File: config.mk
export PLATFORM = sky130hd
export DESIGN_NAME = det_event_counter
export DESIGN_NICKNAME = d
export VERILOG_FILES = /design/src/rtl/det_event_counter.sv
export SDC_FILE = /design/constraint.sdc
export NUM_CORES = 1
export LEC_CHECK = 0
export CORE_MARGIN = 5
export CORE_UTILIZATION = 53
export CTS_CLUSTER_SIZE = 20
export DETAILED_ROUTE_END_ITERATION = 16
export GPL_TIMING_DRIVEN = 0
export HOLD_SLACK_MARGIN = 0.06
export PLACE_DENSITY_LB_ADDON = 0.12
export SLEW_MARGIN = 20
export SYNTH_ARGS = -nofsm -noshare
export SYNTH_HDL_FRONTEND = slang
export SYNTH_SLANG_ARGS = --single-unit
File: constraint.sdc
create_clock -name clk -period 4.7 [get_ports clk]
set_input_delay 1.41 -clock clk [delete_from_list [all_inputs] [get_ports clk]]
set_output_delay 1.41 -clock clk [all_outputs]
set_load 0.005 [all_outputs]
File: src/rtl/det_event_counter.sv
// Windowed rising-edge counter for the "111" sequence detector match output.
// Define DET_CNT_SATURATE_EN to saturate the count and report overflow on ovf.
module det_event_counter #(
   parameter int CNT_W = 8,
   parameter int WIN_W = 8
) (
   input  logic             clk,
   input  logic             arstn,
   input  logic             en,
   input  logic             det_in,
   input  logic [WIN_W-1:0] win_len,
   output logic [CNT_W-1:0] cnt_out,
   output logic             odd,
   output logic             even,
   output logic             ovf,
   output logic             rpt_valid,
   output logic             busy
);

   typedef enum logic [1:0] {
      IDLE   = 2'd0,
      RUN    = 2'd1,
      REPORT = 2'd2
   } state_t;

   state_t           state_q, state_d;
   logic             det_q, det_d;
   logic [WIN_W-1:0] cyc_q, cyc_d;
   logic [WIN_W-1:0] win_ld_q, win_ld_d;
   logic [CNT_W-1:0] run_cnt_q, run_cnt_d;
   logic [CNT_W-1:0] cnt_out_q, cnt_out_d;
   logic             busy_q, busy_d;
   logic             rpt_q, rpt_d;

   logic             hit;
   logic [CNT_W-1:0] cnt_inc;
   logic [WIN_W-1:0] win_eff;
   logic             start_win;

   assign hit     = det_in & ~det_q;
   assign win_eff = (win_len == '0) ? WIN_W'(1) : win_len;

`ifdef DET_CNT_SATURATE_EN
   logic sat_q, sat_d;
   logic ovf_q, ovf_d;
   logic ovf_hit;

   assign cnt_inc = (hit && (run_cnt_q != '1)) ? run_cnt_q + CNT_W'(1) : run_cnt_q;
   // Sticky flag including a hit on the current cycle, so the final cycle counts.
   assign ovf_hit = sat_q | (hit & (run_cnt_q == '1));
   assign ovf     = ovf_q;
`else
   assign cnt_inc = run_cnt_q + CNT_W'(hit);
   assign ovf     = 1'b0;
`endif

   always_comb begin
      state_d   = state_q;
      det_d     = det_in;
      cyc_d     = cyc_q;
      win_ld_d  = win_ld_q;
      run_cnt_d = run_cnt_q;
      cnt_out_d = cnt_out_q;
      start_win = 1'b0;
`ifdef DET_CNT_SATURATE_EN
      sat_d     = sat_q;
      ovf_d     = ovf_q;
`endif
      case (state_q)
         IDLE: begin
            if (en) begin
               start_win = 1'b1;
            end
         end
         RUN: begin
            if (!en) begin
               state_d = IDLE;
            end else begin
               run_cnt_d = cnt_inc;
               cyc_d     = cyc_q + WIN_W'(1);
`ifdef DET_CNT_SATURATE_EN
               sat_d     = ovf_hit;
`endif
               if (cyc_q == win_ld_q - WIN_W'(1)) begin
                  cnt_out_d = cnt_inc;
`ifdef DET_CNT_SATURATE_EN
                  ovf_d     = ovf_hit;
`endif
                  state_d   = REPORT;
               end
            end
         end
         REPORT: begin
            // Dead cycle: any hit here is dropped; only det_q advances.
            if (en) begin
               start_win = 1'b1;
            end else begin
               state_d = IDLE;
            end
         end
         default: state_d = IDLE;
      endcase

      if (start_win) begin
         state_d   = RUN;
         win_ld_d  = win_eff;
         cyc_d     = '0;
         run_cnt_d = '0;
`ifdef DET_CNT_SATURATE_EN
         sat_d     = 1'b0;
`endif
      end

      busy_d = (state_d != IDLE);
      rpt_d  = (state_d == REPORT);
   end

   always_ff @(posedge clk or negedge arstn) begin
      if (!arstn) begin
         state_q   <= IDLE;
         det_q     <= 1'b0;
         cyc_q     <= '0;
         win_ld_q  <= '0;
         run_cnt_q <= '0;
         cnt_out_q <= '0;
         busy_q    <= 1'b0;
         rpt_q     <= 1'b0;
`ifdef DET_CNT_SATURATE_EN
         sat_q     <= 1'b0;
         ovf_q     <= 1'b0;
`endif
      end else begin
         state_q   <= state_d;
         det_q     <= det_d;
         cyc_q     <= cyc_d;
         win_ld_q  <= win_ld_d;
         run_cnt_q <= run_cnt_d;
         cnt_out_q <= cnt_out_d;
         busy_q    <= busy_d;
         rpt_q     <= rpt_d;
`ifdef DET_CNT_SATURATE_EN
         sat_q     <= sat_d;
         ovf_q     <= ovf_d;
`endif
      end
   end

   assign cnt_out   = cnt_out_q;
   assign odd       = cnt_out_q[0];
   assign even      = ~cnt_out_q[0];
   assign rpt_valid = rpt_q;
   assign busy      = busy_q;

endmodule

==> results_dict.tcl, run 1 <==
set metrics [dict create \
    wirelength_um 3740 \
    ys.flop_type "dfrtp_1" \
    drv_slew 0 \
    ys_warn_count 0 \
    clk_pin_slew_ns 0.11 \
    core_area_um2 3420 \
    drive_above_1_share_pct 13.2 \
    p_sw_uw 245 \
    holdCritPathClass "flop to flop" \
    ir_drop_mv 0.184 \
    multi_input_area_um2 916 \
    cp-start-kind "input pin" \
    dp_hpwl_um 2920 \
    cts-root-buf "clkbuf_4" \
    rr_worst_depth 7 \
    outcome "completed" \
    synth_top_family_by_area "simple AND/OR/NAND/NOR gates" \
    fillers 274 \
    post-route-min-period_ns 3.32 \
    p_leak_uw 0.000999 \
    intPower_uw 516 \
    worstSetupPathType "input pin to flop" \
    synthMuxAreaShare_pct 7.63 \
    post_drt_wl_per_cell_um 14.5 \
    rsz0062_at_grt "no" \
    drv_cap 0 \
    seqPwrFrac_pct 52.0 \
    gp_congestion 0.796 \
    finalNetCount 227 \
    synthesis.instances 180 \
    cts-resized-gates 0 \
    holdPathStages 1 \
    worstPathArrival_ns 3.56 \
    numCtsBuffers 5 \
    synth-adder-area-share_pct 2.63 \
    reg2reg_slack_ns 2.09 \
    worst_ep_required_time_ns 4.94 \
    seq_area_um2 926 \
    grt_usage_pct 16.7 \
    first_pass_iters 4 \
    setup.worst_path.end_class "flop" \
    synth-async-reset-ratio_pct 100 \
    ys_seq_elements 37 \
    die_w_um 69.9 \
    grt_max_degree 21 \
    drt_iter0_drc 53 \
    initial_utilization_pct 55.7 \
    syn_area_per_cell_um2 10.6 \
    vias 1418 \
    timing.fmax_ghz 0.301 \
    ys_types 41 \
    sw_frac_of_total_pct 32.2 \
    antenna_found_initial 0 \
    ys_seq_area_share_pct 48.7 \
    drc_errors 0 \
    synth_fp_nets 196 \
    reg2reg_to "cnt_out[1]" \
    io_pins 25 \
    viasPerCell 5.50 \
    slew_headroom_pct 65.6 \
    min_to "run_cnt_q[7]" \
    tightest_slew_ns 0.514 \
    setup_viol 0 \
    htree_levels 2 \
    hold_viol 0 \
    cts.sinks 37 \
    clkPwrFrac_pct 20.9 \
    synth-compound-area-share_pct 12.0 \
    yosys.area_share.simple_pct 17.0 \
    clkLatencyLatePin_ns 0.34 \
    holdBufCountCts 0 \
    grt_first_pass_wirelength_um 6510 \
    crit_fanout 9 \
    die_h_um 69.9 \
    die_area_um2 4890 \
    reg2reg_from "win_ld_q[0]" \
    mostFrequentLayoutCell "dfrtp_1" \
    setup_tns_ns 0 \
    post-cts-setup-buffers 0 \
    holdWs_ns 0.506 \
    synth_xor_area_share_pct 8.75 \
    tritoncts "done" \
    clock_skew_ns 0.00225 \
    grt_pass1_vias 1410 \
    clockBufferDepth 2 \
    power_density_nw_per_um2 337 \
    layout_common_cells "dfrtp_1 (37), clkdlybuf4s50_1 (22), nand2_1 (17), o21ai_0 (16), mux2_2 (12)" \
    rows 21 \
    antenna_left 0 \
    syn_area_um2 1900 \
    min-delay-start "run_cnt_q[7]" \
    areaGrowthSynthToFinish_pct 19.0 \
    insertedDiodeCount 0 \
    synth_edf_count 0 \
    io_buffer_count 23 \
    fin_crit_sh_pct 70.7 \
    gr-total-overflow 0 \
    comb_power_share_pct 27.1 \
]
## state kept, by name, summed over array words and instances, names as in the netlist
| signal | flops |
|---|---|
| rpt_valid | 1 |
| cyc_q | 8 |
| det_q | 1 |
| run_cnt_q | 8 |
| cnt_out | 8 |
| win_ld_q | 8 |
| busy | 1 |
| state_q | 2 |
## Yosys cell counts, types with 2 or more instances
cell type	n	area share, %
a21oi_1	3	0.79
a22o_1	4	1.8
and3_1	5	1.6
and4_1	2	0.92
buf_4	2	0.79
clkbuf_1	4	0.79
dfrtp_1	37	49
ha_1	4	2.6
inv_1	7	1.4
mux2_2	12	7.1
nand2_1	17	3.4
nand2b_1	2	0.66
nand3_1	6	1.6
nand4_1	2	0.66
nor2_1	11	2.2
nor2b_1	2	0.66
nor3b_1	2	0.79
nor4_1	2	0.66
nor4b_1	2	0.92
o21ai_0	16	4.2
xnor2_1	10	4.6
xor2_1	9	4.1
## per-layer routing
metal / wire (um) / GRT usage, %
met1: 1760 / 22.6
met2: 1760 / 25.1
met3: 172 / 5.31
met4: 55 / 6.17
met5: 0 / 0
## per-stage QoR
step	area (um2)	std cells	total power [uW]	setup slack, ns	utilization (%)
after floorplan	1900	180	529	1.83	-
after global placement	2190	249	593	1.06	64.1
after detailed placement	2210	250	609	1.01	64.8
after CTS	2260	258	768	1.38	66.3
after global routing	2260	258	814	1.21	66.3
final	2260	258	762	1.38	66.3
## worst max path at each step
stage,startpoint,to,slack (ns),cells past startpoint
6_report,en,cnt_out[1],1.38,6
2_1_floorplan,det_in,cnt_out[6],1.83,7
5_1_grt,en,cnt_out[4],1.21,6
3_3_place_gp,en,cnt_out[2],1.06,6
3_5_place_dp,en,cnt_out[1],1.01,6
4_1_cts,en,cnt_out[1],1.38,6
## cell families after synthesis
group	Yosys count
adders and majority gates	4
other	1
AOI/OAI and AO/OA	33
DFF	37
xor gates and xnor gates	19
and+or+nand+nor	59
buffers and inverters	14
muxes	13
## critical path, cell delays in order
cell,delay (ns)
clkdlybuf4s50_1,0.56
and3_1,0.18
clkbuf_1,0.36
nand3_1,0.19
a211oi_4,0.45
mux2_2,0.40
## area by class of cell
class / count / share of cell area (%)
plain buffers: 6 / 1.33
clock buffers: 6 / 1.82
clock inverters: 2 / 0.442
inverters: 8 / 1.33
multi-input cells: 129 / 40.5
flip-flops and latches: 37 / 40.9
well taps: 46 / 2.54
repair buffers: 24 / 11.2
## power groups by stage
| stage | Sequential [uW] | Clock (uW) | Combinational, uW |
|---|---|---|---|
| 3_5_place_dp | 402 | 0 | 207 |
| 6_report | 396 | 159 | 206 |
| 2_1_floorplan | 391 | 0 | 138 |
| 3_3_place_gp | 399 | 0 | 194 |
| 5_1_grt | 403 | 178 | 233 |
| 4_1_cts | 396 | 164 | 208 |
Power figures use the tool's default switching activity.
==> inputs of run 2 (changes only) <==
--- a/config.mk
+++ b/config.mk
@@ -6,7 +6,7 @@
 export NUM_CORES = 1
 export LEC_CHECK = 0
 export CORE_MARGIN = 5
-export CORE_UTILIZATION = 53
+export CORE_UTILIZATION = 49
 export CTS_CLUSTER_SIZE = 20
 export DETAILED_ROUTE_END_ITERATION = 16
 export GPL_TIMING_DRIVEN = 0
==> constraint.sdc (replaced) <==
create_clock -name clk -period 2.95 [get_ports clk]
set_input_delay 0.885 -clock clk [delete_from_list [all_inputs] [get_ports clk]]
set_output_delay 0.885 -clock clk [all_outputs]
set_load 0.005 [all_outputs]
==> results_dict.tcl, run 2 (synthesis gave the netlist of run 1 again) <==
set metrics [dict create \
    final_util_pct 62.8 \
    rr_worst_depth 6 \
    min_to "run_cnt_q[7]" \
    cts-resized-gates 0 \
    holdCritPathClass "flop to flop" \
    core_area_um2 3720 \
    p_sw_uw 393 \
    comb_power_share_pct 23.7 \
    drc_errors 0 \
    gp_congestion 0.798 \
    htree_levels 2 \
    highest_layer "met4" \
    outcome "completed" \
    reg2reg_from "win_ld_q[0]" \
    setup_viol 0 \
    first_pass_iters 4 \
    io_buffer_count 23 \
    tritoncts "done" \
    post_drt_wl_per_cell_um 14.7 \
    areaGrowthSynthToFinish_pct 22.7 \
    drv_cap 0 \
    grt_usage_pct 16.3 \
    sw_frac_of_total_pct 28.6 \
    p_leak_uw 0.00103 \
    clock_skew_ns 0.00527 \
    power_density_nw_per_um2 587 \
    crit_fanout 9 \
    vias 1428 \
    fin_ws_ns 0.0988 \
    holdPathStages 1 \
    antenna_left 0 \
    met3WireLength_um 141 \
    die_w_um 72.3 \
    holdWs_ns 0.506 \
    worstPathArrival_ns 3.02 \
    post-route-min-period_ns 2.85 \
    cp-start-kind "input pin" \
    met1Wirelength_um 1910 \
    initial_utilization_pct 51.2 \
    worstSetupPathType "input pin to flop" \
    setup_tns_ns 0 \
    rsz0062_at_grt "no" \
    setup.worst_path.end_class "flop" \
    intPower_uw 978 \
    io_pins 25 \
    clkPwrFrac_pct 30.3 \
    gr-total-overflow 0 \
    mostFrequentLayoutCell "dfrtp_1" \
    reg2reg_slack_ns 0.46 \
    hold_viol 0 \
    timing.fmax_ghz 0.351 \
    finalNetCount 229 \
    drt_iter0_drc 63 \
    layout_common_cells "dfrtp_1 (37), clkdlybuf4s50_1 (22), nand2_1 (17), o21ai_0 (16), mux2_2 (12)" \
    placedCellCount 252 \
    grt_first_pass_wirelength_um 6640 \
    fin_cells 261 \
    clkLatencyLatePin_ns 0.28 \
    fin_crit_sh_pct 96.7 \
    clockBufferDepth 2 \
    min-delay-start "run_cnt_q[7]" \
    antenna_found_initial 0 \
    drive_above_1_share_pct 14.1 \
    die_area_um2 5230 \
    place_ws_ns -0.296 \
    seqPwrFrac_pct 46.0 \
    holdBufCountCts 0 \
    cts.sinks 37 \
    grt_max_degree 22 \
    ir_drop_mv 0.394 \
    numCtsBuffers 5 \
    reg2reg_to "cnt_out[7]" \
    worst_ep_required_time_ns 3.12 \
    wirelength_um 3830 \
    cts-root-buf "clkbuf_8" \
    dp_hpwl_um 2850 \
    viasPerCell 5.47 \
    die_h_um 72.3 \
    post-cts-setup-buffers 0 \
    insertedDiodeCount 0 \
    rows 22 \
    clk_pin_slew_ns 0.07 \
    drv_slew 0 \
    dr_wl_met2_um 1730 \
    grt_pass1_vias 1461 \
]
-- run 2: cell count changes in the layout (fill, tap and decap cells not counted), sizes merged --
cell    previous run  this run
bufinv             0         1
clkbuf            10         9
clkinv             3         2
buf                4         6
-- run 2: per-stage QoR --
step	power [uW]	area, um2
after floorplan	842	1900
after global placement	945	2190
after detailed placement	964	2210
after CTS	1380	2320
after global routing	1450	2330
final	1370	2330
-- run 2: cell type report --
class	count	area [um2]
multi-input combinational	129	916
fill	318	1380
inverter	8	30.0
tap	48	60.1
timing repair buffer	26	268
clock buffer	5	68.8
clock inverter	2	35.0
sequential	37	926
buffer	6	30.0
-- run 2: how the worst max path moves through the flow --
stage          startpoint    endpoint  slack (ns)  depth (start not counted)
5_1_grt                en  cnt_out[2]        0.03                          7
4_1_cts                en  cnt_out[1]        0.01                          6
3_3_place_gp           en  cnt_out[0]       -0.20                          6
6_report               en  cnt_out[7]         0.1                          7
3_5_place_dp           en  cnt_out[1]       -0.30                          6
2_1_floorplan      det_in  cnt_out[6]        0.61                          7
-- run 2: power groups by stage --
stage | sequential [uW] | clock, uW | combinational, uW
2_1_floorplan | 623 | 0 | 220
3_3_place_gp | 636 | 0 | 309
3_5_place_dp | 640 | 0 | 324
4_1_cts | 630 | 424 | 328
5_1_grt | 640 | 449 | 363
6_report | 631 | 415 | 325
-- run 2: worst max-delay path, stage by stage --
cell	delay, ns
clkdlybuf4s50_1	0.59
and3_1	0.19
clkbuf_1	0.37
nand3_1	0.20
a211oi_4	0.26
buf_4	0.19
mux2_2	0.34
-- run 2: per-layer routing --
layer / up-vias / global-route usage (%)
met2: 24 / 24.6
met5: - / 0
li1: 697 / -
met1: 702 / 22.6
met3: 5 / 3.46
met4: 0 / 6.89
